### src/rtl/mt_range_sampler_if.sv
// Signal bundle for mt_range_sampler: generator pull port, bound load and sampled output stream.
// Handshakes: gen_trig consumes gen_num only in a cycle where gen_ready is high; an output beat
// transfers when out_valid && out_ready, and out_valid/out_data hold steady until that happens.
interface mt_range_sampler_if;
    logic [31:0] bound;
    logic        bound_load;
    logic [31:0] gen_num;
    logic        gen_ready;
    logic        gen_trig;
    logic [31:0] out_data;
    logic        out_valid;
    logic        out_ready;
    logic [15:0] reject_cnt;
    logic        state_dbg;

    modport master (
        input  bound, bound_load, gen_num, gen_ready, out_ready,
        output gen_trig, out_data, out_valid, reject_cnt, state_dbg
    );

    modport slave (
        output bound, bound_load, gen_num, gen_ready, out_ready,
        input  gen_trig, out_data, out_valid, reject_cnt, state_dbg
    );
endinterface

### src/rtl/mt_range_sampler.sv
// Pulls tempered words from the Mersenne-twister core, maps them into [0, bound) by
// mask-and-reject sampling and queues the results in a first-word fall-through FIFO.
module mt_range_sampler #(
    parameter int DEPTH = 4,
    parameter int GAP   = 2
) (
    input  logic               clk,
    input  logic               rst_n,
    mt_range_sampler_if.master bus
);
    localparam int AW = $clog2(DEPTH);
    localparam int GW = (GAP > 0) ? $clog2(GAP + 1) : 1;
    localparam logic [AW:0]   FULL_CNT = (AW + 1)'(DEPTH);
    localparam logic [AW:0]   CNT_ONE  = 1;
    localparam logic [AW-1:0] PTR_ONE  = 1;
    localparam logic [GW-1:0] GAP_LD   = GW'(GAP);
    localparam logic [GW-1:0] GAP_ONE  = 1;

    typedef enum logic {S_FETCH = 1'b0, S_WAIT = 1'b1} state_t;

    state_t        state_q, state_d;
    logic [GW-1:0] gap_q, gap_d;
    logic [31:0]   bound_q, mask_q;
    logic [15:0]   rej_q;
    logic [31:0]   mem [DEPTH];
    logic [AW-1:0] wr_ptr, rd_ptr;
    logic [AW:0]   count_q;
    logic          full, trig, accept, push, pop, reject;
    logic [31:0]   cand;

    // Smallest all-ones value covering b-1; b == 0 wraps to all ones, b == 1 gives zero.
    function automatic logic [31:0] mask_of(input logic [31:0] b);
        logic [31:0] m;
        m = b - 32'd1;
        m = m | (m >> 1);
        m = m | (m >> 2);
        m = m | (m >> 4);
        m = m | (m >> 8);
        m = m | (m >> 16);
        return m;
    endfunction

    assign full   = (count_q == FULL_CNT);
    assign cand   = bus.gen_num & mask_q;
    assign accept = (bound_q == 32'd0) || (cand < bound_q);
    // A load flushes the FIFO, so a word trigged in that cycle is consumed but dropped.
    assign push   = trig && accept && !bus.bound_load;
    assign reject = trig && !accept && !bus.bound_load;
    assign pop    = (count_q != '0) && bus.out_ready && !bus.bound_load;

    always_comb begin
        state_d = state_q;
        gap_d   = gap_q;
        trig    = 1'b0;
        case (state_q)
            S_FETCH: begin
                if (rst_n && bus.gen_ready && !full && (gap_q == '0)) begin
                    trig    = 1'b1;
                    gap_d   = GAP_LD;
                    state_d = (GAP > 0) ? S_WAIT : S_FETCH;
                end
            end
            S_WAIT: begin
                gap_d = (gap_q == '0) ? '0 : gap_q - GAP_ONE;
                if (gap_q <= GAP_ONE) state_d = S_FETCH;
            end
            default: state_d = S_FETCH;
        endcase
    end

    always_ff @(posedge clk) begin
        if (!rst_n) begin
            state_q <= S_FETCH;
            gap_q   <= '0;
            bound_q <= '0;
            mask_q  <= '1;
            rej_q   <= '0;
            wr_ptr  <= '0;
            rd_ptr  <= '0;
            count_q <= '0;
        end else begin
            state_q <= state_d;
            gap_q   <= gap_d;
            if (bus.bound_load) begin
                bound_q <= bus.bound;
                mask_q  <= mask_of(bus.bound);
                rej_q   <= '0;
                wr_ptr  <= '0;
                rd_ptr  <= '0;
                count_q <= '0;
            end else begin
                if (push) wr_ptr <= wr_ptr + PTR_ONE;
                if (pop)  rd_ptr <= rd_ptr + PTR_ONE;
                case ({push, pop})
                    2'b10:   count_q <= count_q + CNT_ONE;
                    2'b01:   count_q <= count_q - CNT_ONE;
                    default: count_q <= count_q;
                endcase
                if (reject && (rej_q != 16'hFFFF)) rej_q <= rej_q + 16'd1;
            end
        end
    end

    always_ff @(posedge clk) begin
        if (push) mem[wr_ptr] <= cand;
    end

    assign bus.gen_trig   = trig;
    assign bus.out_valid  = (count_q != '0);
    assign bus.out_data   = mem[rd_ptr];
    assign bus.reject_cnt = rej_q;
    assign bus.state_dbg  = state_q;
endmodule

### src/flat_wrapper.sv
// flat-port wrapper written by rule: the top's interface ports become plain ports
module mt_range_sampler_flat 
#(
    parameter int DEPTH = 4,
    parameter int GAP   = 2
)
  (clk, rst_n, bus_bound, bus_bound_load, bus_gen_num, bus_gen_ready, bus_out_ready, bus_gen_trig, bus_out_data, bus_out_valid, bus_reject_cnt, bus_state_dbg);
  mt_range_sampler_if bus_i ();
  input  logic clk;
  input  logic rst_n;
  input wire logic [$bits(bus_i.bound)-1:0] bus_bound;
  input wire logic [$bits(bus_i.bound_load)-1:0] bus_bound_load;
  input wire logic [$bits(bus_i.gen_num)-1:0] bus_gen_num;
  input wire logic [$bits(bus_i.gen_ready)-1:0] bus_gen_ready;
  input wire logic [$bits(bus_i.out_ready)-1:0] bus_out_ready;
  output wire logic [$bits(bus_i.gen_trig)-1:0] bus_gen_trig;
  output wire logic [$bits(bus_i.out_data)-1:0] bus_out_data;
  output wire logic [$bits(bus_i.out_valid)-1:0] bus_out_valid;
  output wire logic [$bits(bus_i.reject_cnt)-1:0] bus_reject_cnt;
  output wire logic [$bits(bus_i.state_dbg)-1:0] bus_state_dbg;
  assign bus_i.bound = bus_bound;
  assign bus_i.bound_load = bus_bound_load;
  assign bus_i.gen_num = bus_gen_num;
  assign bus_i.gen_ready = bus_gen_ready;
  assign bus_i.out_ready = bus_out_ready;
  assign bus_gen_trig = bus_i.gen_trig;
  assign bus_out_data = bus_i.out_data;
  assign bus_out_valid = bus_i.out_valid;
  assign bus_reject_cnt = bus_i.reject_cnt;
  assign bus_state_dbg = bus_i.state_dbg;
  mt_range_sampler #(.DEPTH(DEPTH), .GAP(GAP)) u_core (.clk(clk), .rst_n(rst_n), .bus(bus_i));
endmodule
### config.mk
export PLATFORM = sky130hd
export DESIGN_NAME = mt_range_sampler_flat
export DESIGN_NICKNAME = d
export VERILOG_FILES = /design/src/rtl/mt_range_sampler_if.sv /design/src/rtl/mt_range_sampler.sv /design/src/flat_wrapper.sv
export SDC_FILE = /design/constraint.sdc
export NUM_CORES = 1
export LEC_CHECK = 0
export ABC_AREA = 1
export CAP_MARGIN = 20
export CORE_ASPECT_RATIO = 1.1
export CORE_MARGIN = 2
export CORE_UTILIZATION = 56
export CTS_BUF_LIST = sky130_fd_sc_hd__clkbuf_2 sky130_fd_sc_hd__clkbuf_4 sky130_fd_sc_hd__clkbuf_8
export DETAILED_ROUTE_END_ITERATION = 8
export GPL_TIMING_DRIVEN = 1
export HOLD_SLACK_MARGIN = 0.12
export PLACE_DENSITY = 0.79
export RECOVER_POWER = 100
export SLEW_MARGIN = 20
export SYNTH_ARGS = -nofsm -noshare
export SYNTH_HDL_FRONTEND = slang
export SYNTH_SLANG_ARGS = --single-unit
export TNS_END_PERCENT = 10
### constraint.sdc
create_clock -name clk -period 5.7 [get_ports clk]
set_clock_uncertainty 0.15 [all_clocks]
set_input_delay 1.14 -clock clk [delete_from_list [all_inputs] [get_ports clk]]
set_output_delay 1.14 -clock clk [all_outputs]
set_load 0.01 [all_outputs]
==> PnR_summary.wiki <==
{| class="wikitable"
! Metric !! Value
|-
| Final worst path period share || 84.4%
|-
| Cell types with the largest area share after synthesis || sky130_fd_sc_hd__edfxtp_1, sky130_fd_sc_hd__dfxtp_1, sky130_fd_sc_hd__nand2_1
|-
| Final number of setup-violating endpoints || 0
|-
| Part of the Yosys area used for sequential elements || 51.5%
|-
| Violations in the final reports || capacitance limit, slew limit
|-
| Pin count of the biggest net entering global routing || 65
|-
| IO buf count || 119
|-
| DRT Wirelength || 27,200 microns
|-
| Core box area || 19,200 sq um
|-
| Final HPWL DP || 19,500 microns
|-
| End-of-flow core utilization || 68.4%
|-
| Launching element type of the critical path || register
|-
| Combinational power share || 9.5%
|-
| Least-Margin Pin Slew || 1.51 ns
|-
| Min Hold Slack || 0.328 ns
|-
| DRC viols || 0
|-
| CTS tree || built
|-
| Maximum ir drop on the vdd rail || 133 uV
|-
| Final GP Congestion || 0.925
|-
| Status || finished with violations
|-
| Final Total Pwr || 3380 uW
|-
| Number of global-route vias before repair || 8,739
|-
| Non-filler instance count after layout || 1,679
|-
| Deepest clock path buffer count || 3
|-
| Area delta synth->final || 19.2%
|-
| Fraction of power consumed by sequential logic || 50.7%
|-
| Unrepaired setup endpoints after global routing || false
|-
| Post-CTS Hold Buffers || 0
|-
| Starting density of the core || 57.4%
|-
| Syn Nets || 1,383
|-
| Flops & latches, synth || 220
|-
| Cells after Synth || 1,274
|-
| Most frequent cells in the layout || sky130_fd_sc_hd__nand2_1, sky130_fd_sc_hd__nor2_1, sky130_fd_sc_hd__inv_1
|-
| Cell chosen for the clock root || sky130_fd_sc_hd__clkbuf_8
|-
| Internal cell power || 2570 uW
|-
| Total standard cell area after synthesis || 11,000 sq um
|-
| Asr flop ratio synth || 0%
|-
| CP Capture Type || primary output
|-
| Cell count after placement || 1,617
|-
| Antenna violations before repair || 0
|-
| Cell accounting for the most synthesized area || sky130_fd_sc_hd__edfxtp_1
|-
| Library cells used by synthesis || 46
|-
| Die height || 151 microns
|-
| Yosys warning count || 0
|-
| DIE AREA || 20,800 sq um
|-
| Post-Synthesis Mean Instance Area || 8.66 sq um
|-
| Post-DRT Antenna Nets || 0
|-
| Final hold violations || 0
|-
| EDFF count, synth || 128
|-
| Post-cts gate resize count || 0
|-
| Tot GR Track Use || 26.9%
|-
| Die width || 138 microns
|-
| Power dissipated by switching net loads || 809 uW
|-
| Prevailing post-synth register cell || sky130_fd_sc_hd__edfxtp_1
|-
| Final Slew Violations || 36
|-
| Clock buffer count from CTS || 34
|-
| Starting DRC count in detailed routing || 725
|-
| Clock share of power || 39.8%
|-
| Setup Total Neg Slack || 0 ns
|-
| Global-route wire length before repair || 43,400 microns
|-
| Total global routing overflow || 0
|-
| Classification of the worst-slack hold path || reg -> reg
|-
| Number of max-cap violations || 1
|-
| Arrival time reported for the critical path endpoint || 3.52 ns
|-
| Post-CTS Setup Repair Bufs || 0
|-
| Average detailed-routed wire length per instance || 16.2 microns
|-
| Source-to-sink clock delay at the later pin of the worst-skew pair || 0.52 ns
|-
| Vias after detailed routing || 9,155
|-
| Maximum achievable frequency || 0.208 GHz
|-
| Ratio of total power to cell area || 257 nW/um^2
|-
| Slew margin rel. || -0.337%
|-
| Fraction of synthesized cell area taken by the top area cell type || 34.8%
|-
| Clock sink total || 220
|-
| Ports placed on the boundary || 120
|-
| Final critical path time including I/O delays and setup || 4.81 ns
|-
| Number of inserted diodes || 0
|-
| Fill count || 1,582
|-
| Worst path required time || 4.41 ns
|-
| Number of iterations in the first detailed-routing pass || 6
|-
| Most frequent standard cell in the layout excluding fill and tap cells || sky130_fd_sc_hd__nand2_1
|-
| Vias per cell || 5.45
|-
| Multi-input gate area || 4530 sq um
|-
| Post-CTS clock slew at the launch and capture registers of the worst setup and hold paths || 0.06 ns
|-
| Switching share of total power || 23.9%
|-
| Type of the worst setup path || reg -> out
|-
| Maximum net fanout on the critical path || 33
|-
| Leakage Power || 0.00524 uW
|-
| Proportion of layout cells with a drive suffix above 1 || 9.78%
|-
| H-tree levels || 2
|-
| Total number of placement rows || 53
|-
| Flip-flop and latch area || 5690 sq um
|-
| Final nets || 1,515
|}
-- per-layer routing --
layer	track usage [%]	routed length [microns]	up-vias
li1	-	-	4521
met3	3.25	1520	50
met5	0	0	-
met4	9.44	738	0
met1	35.8	11700	4271
met2	45.3	13300	313
-- registers in the layout (all words and copies together) (netlist names), named ones only --
name	flops
u_core.mem	128
u_core.count_q	3
u_core.rd_ptr	2
u_core.bus.reject_cnt	16
u_core.mask_q	32
u_core.bound_q	32
u_core.gap_q	2
u_core.bus.state_dbg	1
u_core.wr_ptr	2
-- power by group through the flow --
stage	Combinational [uW]	Clock [uW]	Sequential, uW
final	321	1350	1720
after global routing	357	1430	1720
after CTS	327	1370	1710
after detailed placement	323	0	1750
after global placement	314	0	1750
after floorplan	190	0	1750
-- cell usage after synthesis (16+ instances only) --
library cell                 n
sky130_fd_sc_hd__nor2_1    182
sky130_fd_sc_hd__xor2_1     22
sky130_fd_sc_hd__o21ai_0    85
sky130_fd_sc_hd__a21oi_1    46
sky130_fd_sc_hd__edfxtp_1  128
sky130_fd_sc_hd__nor2_2     18
sky130_fd_sc_hd__dfxtp_1    92
sky130_fd_sc_hd__nand4_1    31
sky130_fd_sc_hd__clkbuf_1   31
sky130_fd_sc_hd__nand2_1   223
sky130_fd_sc_hd__inv_1     164
sky130_fd_sc_hd__nand3_1    47
sky130_fd_sc_hd__o22ai_1    64
sky130_fd_sc_hd__nor2_4     16
sky130_fd_sc_hd__ha_1       39
-- per-stage QoR --
stage	setup WS [ns]	instance area, sq um
finish	0.890	13200
floorplan	1.38	11000
CTS	1.48	13200
global route	0.623	13200
global placement	1.05	12500
detailed placement	0.944	12500
-- cell families after synthesis --
group / after synthesis / synth area share, %
AND/OR/NAND/NOR: 565 / 23.5
buffers and inverters: 213 / 7.30
flip-flops: 220 / 51.5
XOR/XNOR: 30 / 2.76
adder cells (fa/ha/maj): 40 / 4.60
AO/OA/AOI/OAI: 206 / 10.3
-- worst paths after layout --
kind                      from                 to  slack (ns)  cells past startpoint
max reg2reg  u_core.mask_q[31]  u_core.count_q[2]        2.12                     18
min           u_core.rd_ptr[1]   u_core.rd_ptr[1]        0.33                      2
min reg2reg   u_core.rd_ptr[1]   u_core.rd_ptr[1]        0.33                      2
max                   register   bus_out_data[17]        0.89                      6
-- worst max-delay path, cell delays in order (launching register included) --
cell                            delay [ns]
sky130_fd_sc_hd__dfxtp_1              0.30
sky130_fd_sc_hd__clkbuf_2             0.42
sky130_fd_sc_hd__inv_1                0.48
sky130_fd_sc_hd__clkbuf_1             0.70
sky130_fd_sc_hd__o21ai_0              0.19
sky130_fd_sc_hd__o22ai_1              0.26
sky130_fd_sc_hd__dlygate4sd3_1        0.65
-- area by class of cell --
cell class,instances,area share (%)
well taps,247,2.35
flip-flops and latches,220,43.2
repair buffers,132,9.58
multi-input cells,841,34.4
inverters,177,5.05
clock buffers,51,4.72
clock inverters,11,0.647
No activity file was read; power rests on OpenSTA's default activity.
==> patch 1 (config.mk and constraints unchanged) <==
`GAP` is set to 2 in 2 places; all go to 4.
--- a/src/rtl/mt_range_sampler.sv
+++ b/src/rtl/mt_range_sampler.sv
@@ -2,7 +2,7 @@
 // mask-and-reject sampling and queues the results in a first-word fall-through FIFO.
 module mt_range_sampler #(
     parameter int DEPTH = 4,
-    parameter int GAP   = 2
+    parameter int GAP   = 4
 ) (
     input  logic               clk,
     input  logic               rst_n,
--- a/src/flat_wrapper.sv
+++ b/src/flat_wrapper.sv
@@ -2,7 +2,7 @@
 module mt_range_sampler_flat 
 #(
     parameter int DEPTH = 4,
-    parameter int GAP   = 2
+    parameter int GAP   = 4
 )
   (clk, rst_n, bus_bound, bus_bound_load, bus_gen_num, bus_gen_ready, bus_out_ready, bus_gen_trig, bus_out_data, bus_out_valid, bus_reject_cnt, bus_state_dbg);
   mt_range_sampler_if bus_i ();
Function: changed (a bounded check fails within 4 cycles, from zero or initial values and one cycle with rst_n low).
==> patch 1 against the original RTL <==
  * Largest cell class unchanged
  * Non-clock buffer count did not move
  * Area after synthesis rose by 0.54%
  * Hold slack got worse by 2.4 ps
  * Count of clock-buffer cells in the layout fell by 3
  * Setup slack improved by 41 ps
  * Register-to-register slack improved by 50 ps
  * Synthesized cell count rose by 2.3%
  * Sequential share of layout area fell by 0.18 points
  * Routed wire length rose by 1.1%
  * Power rose by 1.8%
  * Sequential cell count rose by 1
  * Combinational power rose by 6%
  * Cell area rose by 0.77%
  * Largest power group unchanged
==> patch 1: results (changes against the original RTL) <==
| Metric | Value |
|---|---|
| Status | complete, no violations |
| Synth top area cells | edfxtp_1 (35%), dfxtp_1 (17%), nand2_1 (8.2%), nor2_1 (6.9%), inv_1 (5.4%) |
| Worst r2r path cells | 10 (-8) |
| CP endpoint | u_core.mem[3][21] |
| Placed cell count | 1648 (+1.9%) |
| Largest net degree at the start of global routing | 66 (+1.5%) |
| Seq. pwr | 1.73 mW |
| CTS max path bufs | 3 (unchanged) |
| Sw power | 846 uW (+4.5%) |
| Total Nets Final | 1546 (+2.0%) |
| Vias in the first global route | 8765 (+0.30%) |
| First-pass GRT wire length | 44100 microns (+1.6%) |
| Non-Filler Instances | 1713 (+2.0%) |
| Seq/Total Area, Yosys | 0.514 (-0.000985) |
| Worst r2r src | u_core.gap_q[0] |
| VDD IR max | 0.158 mV (+19%) |
| TritonRoute pass-1 iters | 5 (-1) |
| Initial antenna violation count | 0 (unchanged) |
| Pleak | 5.33 nW (+1.6%) |
| All-layer global routing usage | 0.263 (-0.00524) |
| Comb pwr | 339 uW (+6%) |
| Hold EP | u_core.mask_q[0] |
| Worst Tran Pin Value | 1220 ps (-284 ps) |
| Synthesized Nets | 1414 (+2.2%) |
| WP data arrival | 4760 ps (+1240 ps) |
| Worst Path Max Fanout | 32 (-3.0%) |
| Final wirelength | 27500 microns (+1.1%) |
| Place WS | 1100 ps (+156 ps) |
| Worst Hold Launch | u_core.mask_q[0] |
| Vias per cell | 5.48 (+0.48%) |
| Placed wire-length estimate | 19400 microns (-0.74%) |
| Num CTS Buffers | 36 (+5.9%) |
| Share of cells above drive strength 1 | 0.0787 (-0.0191) |
| Post-Syn Instances | 1303 (+2.3%) |
| Distinct cells, synth | 42 (-8.7%) |
| Area of placed instances | 12600 sq um (+0.41%) |
| Worst reg2reg setup slack | 2170 ps (+50 ps) |
| Starting DRT DRC Count | 824 (+14%) |
| RD Place Congestion | 0.982 (+6.1%) |
| Post-synth top cells | nand2_1 (243), nor2_1 (205), inv_1 (161) |
| Fmax | 210 MHz (+0.86%) |
patch 1: through the flow:
step	total power [mW]	hold slack [ps]
after floorplan	1.96	282
after global placement	2.09	302
after detailed placement	2.10	307
after CTS	3.46	322
after global routing	3.57	354
final	3.44	325
patch 1: routing by layer:
layer  up-vias  routed length (microns)  GRT usage
met3        59                     2040     0.0396
met4         0                      841     0.0980
li1       4606                        -          -
met5         -                        0          0
met1      4321                    11700      0.354
met2       399                    12900      0.438
patch 1: logic make-up after synthesis:
group                      after synthesis  synth area share
adders and majority gates               42            0.0480
buffers and inverters                  209            0.0714
DFF                                    221             0.514
xor gates and xnor gates                33            0.0284
and+or+nand+nor                        595             0.238
AOI/OAI and AO/OA                      203             0.100
patch 1: final cells by class:
| class | instances | area [sq um] |
|---|---|---|
| repair buffers | 132 | 1270 |
| flip-flops and latches | 221 | 5710 |
| fillers | 1605 | 6410 |
| well taps | 252 | 315 |
| multi-input cells | 873 | 4600 |
| clock buffers | 48 | 617 |
| inverters | 171 | 643 |
| clock inverters | 16 | 104 |
==> patch 2 (config.mk and constraints unchanged) <==
Without the edit above. Reset style: asynchronous (`rst_n`), changed in one clocked block.
--- a/src/rtl/mt_range_sampler.sv
+++ b/src/rtl/mt_range_sampler.sv
@@ -68,7 +68,7 @@
         endcase
     end
 
-    always_ff @(posedge clk) begin
+    always_ff @(posedge clk or negedge rst_n) begin
         if (!rst_n) begin
             state_q <= S_FETCH;
             gap_q   <= '0;
Function: differs if rst_n is asserted again (counterexample within 4 cycles, from zero or initial values and one cycle with rst_n low); with rst_n held inactive, the same outputs for 4 cycles.
==> patch 2 against the original RTL <==
  * The run still ends with capacitance limit, slew limit left
  * Sequential cell count is 2 lower
  * First-iteration DRC count is 16% higher
  * Hold slack worse by 10 ps
  * Synthesized cell count is 2.6% lower
  * Die area is 1.3% higher
  * Area after synthesis is 1.3% higher
  * Cell area is 0.40% higher
  * Global-route usage is 1.6 points lower
  * Setup slack better by 290 ps
  * Via count is 2.5% lower
  * Routed wire length is 2.0% lower
Power is not compared: it rests on default switching activity, and its combinational part moved more than twofold at a synthesized area within 25%.
==> patch 2: results (changes against the original RTL) <==
| Metric | Value |
|---|---|
| Detailed-route via count | 8926 (-2.5%) |
| Worst Hold Launch | u_core.mask_q[12] |
| Placed cell count | 1582 (-2.2%) |
| Filler cell count | 1613 (+2.0%) |
| All-layer global routing usage | 0.252 (-0.0162) |
| Vias in the first global route | 8603 (-1.6%) |
| Share of cells above drive strength 1 | 0.0955 (-0.00229) |
| Status | complete, but fails checks |
| Synth top area cells | edfxtp_1 (34%), dfrtp_1 (13%), nand2_1 (8.5%), dfstp_2 (7.5%), nor2_1 (6.2%) |
| Max Cap Viol | 1 (unchanged) |
| Total Nets Final | 1475 (-2.6%) |
| Worst r2r src | u_core.bus.reject_cnt[0] |
| Worst Path Max Fanout | 17 (-48%) |
| RD Place Congestion | 0.927 (+0.16%) |
| TritonRoute pass-1 iters | 5 (-1) |
| First-pass GRT wire length | 42800 microns (-1.4%) |
| Top delay family on crit path | simple AND/OR/NAND/NOR gates |
| Starting DRT DRC Count | 842 (+16%) |
| Largest net degree at the start of global routing | 106 (+63%) |
| Headroom to the max-slew limit | -0.292 (-0.289) |
| WP data arrival | 4760 ps (+1240 ps) |
| Seq/Total Area, Yosys | 0.549 (+0.0336) |
| Placed wire-length estimate | 18600 microns (-4.6%) |
| Avg Cell Area, Syn | 9.01 sq um (+4.0%) |
| Synthesized Nets | 1349 (-2.5%) |
| Critical Path Max Stage Delay | 850 ps (+150 ps) |
| Place WS | 1250 ps (+307 ps) |
| Synth async-reset ratio | 0.413 (+0.413) |
| Final Max Tran Viols | 18 (-50%) |
| Failing checks | capacitance limit, slew limit |
| Slowest CP cell | nand2_1 |
## patch 2: cells by family (layout without fill, tap and decap cells)
kind of cell             count (synthesis)  in the layout  synth area share
adder cells (fa/ha/maj)                 39             39            0.0443
AO/OA/AOI/OAI                          183            183            0.0883
XOR/XNOR                                37             37            0.0303
flip-flops                             218            218             0.549
AND/OR/NAND/NOR                        580            580             0.224
buffers and inverters                  184            336            0.0644
## patch 2: area by class of cell
cell class / instances / area (sq um) / share of cell area
Sequential cell: 218 / 6140 / 0.465
Multi-Input combinational cell: 839 / 4250 / 0.321
Timing Repair Buffer: 129 / 1260 / 0.0956
Clock buffer: 56 / 664 / 0.0503
Inverter: 144 / 541 / 0.0409
Tap cell: 252 / 315 / 0.0239
Clock inverter: 7 / 41.3 / 0.00313
## patch 2: worst reg2reg max path, cell delays in order, from the launching register on
cell and delay, ps:
dfrtp_1 510, ha_1 290, nand3_2 110, inv_2 90, nand2_2 70, or3_4 320
o31ai_1 1510, nand2_1 850, nand2_1 230, nand2_1 80
## patch 2: worst paths after layout
| kind | cells past startpoint | end | slack [ps] |
|---|---|---|---|
| min in group asynchronous | 1 | u_core.gap_q[0] | 420 |
| max in group asynchronous | 2 | u_core.bound_q[27] | 3870 |
| hold reg to reg | 2 | u_core.mask_q[12] | 320 |
| hold / removal | 2 | u_core.mask_q[12] | 320 |
| setup reg to reg | 9 | u_core.bus.reject_cnt[10] | 1370 |
| setup / recovery | 18 | u_core.bus.reject_cnt[10] | 1180 |
## patch 2: per-layer routing
layer	vias to the layer above	wire, microns	GRT usage
li1	4377	-	-
met1	4139	11600	0.352
met2	342	12400	0.403
met3	68	1690	0.0330
met4	0	966	0.110
met5	-	0	0
## patch 2: power by group
group,internal [mW],switching (mW)
clock,0.742,0.591
combinational,0.346,0.544
sequential,1.77,0.0481
total,2.86,1.18
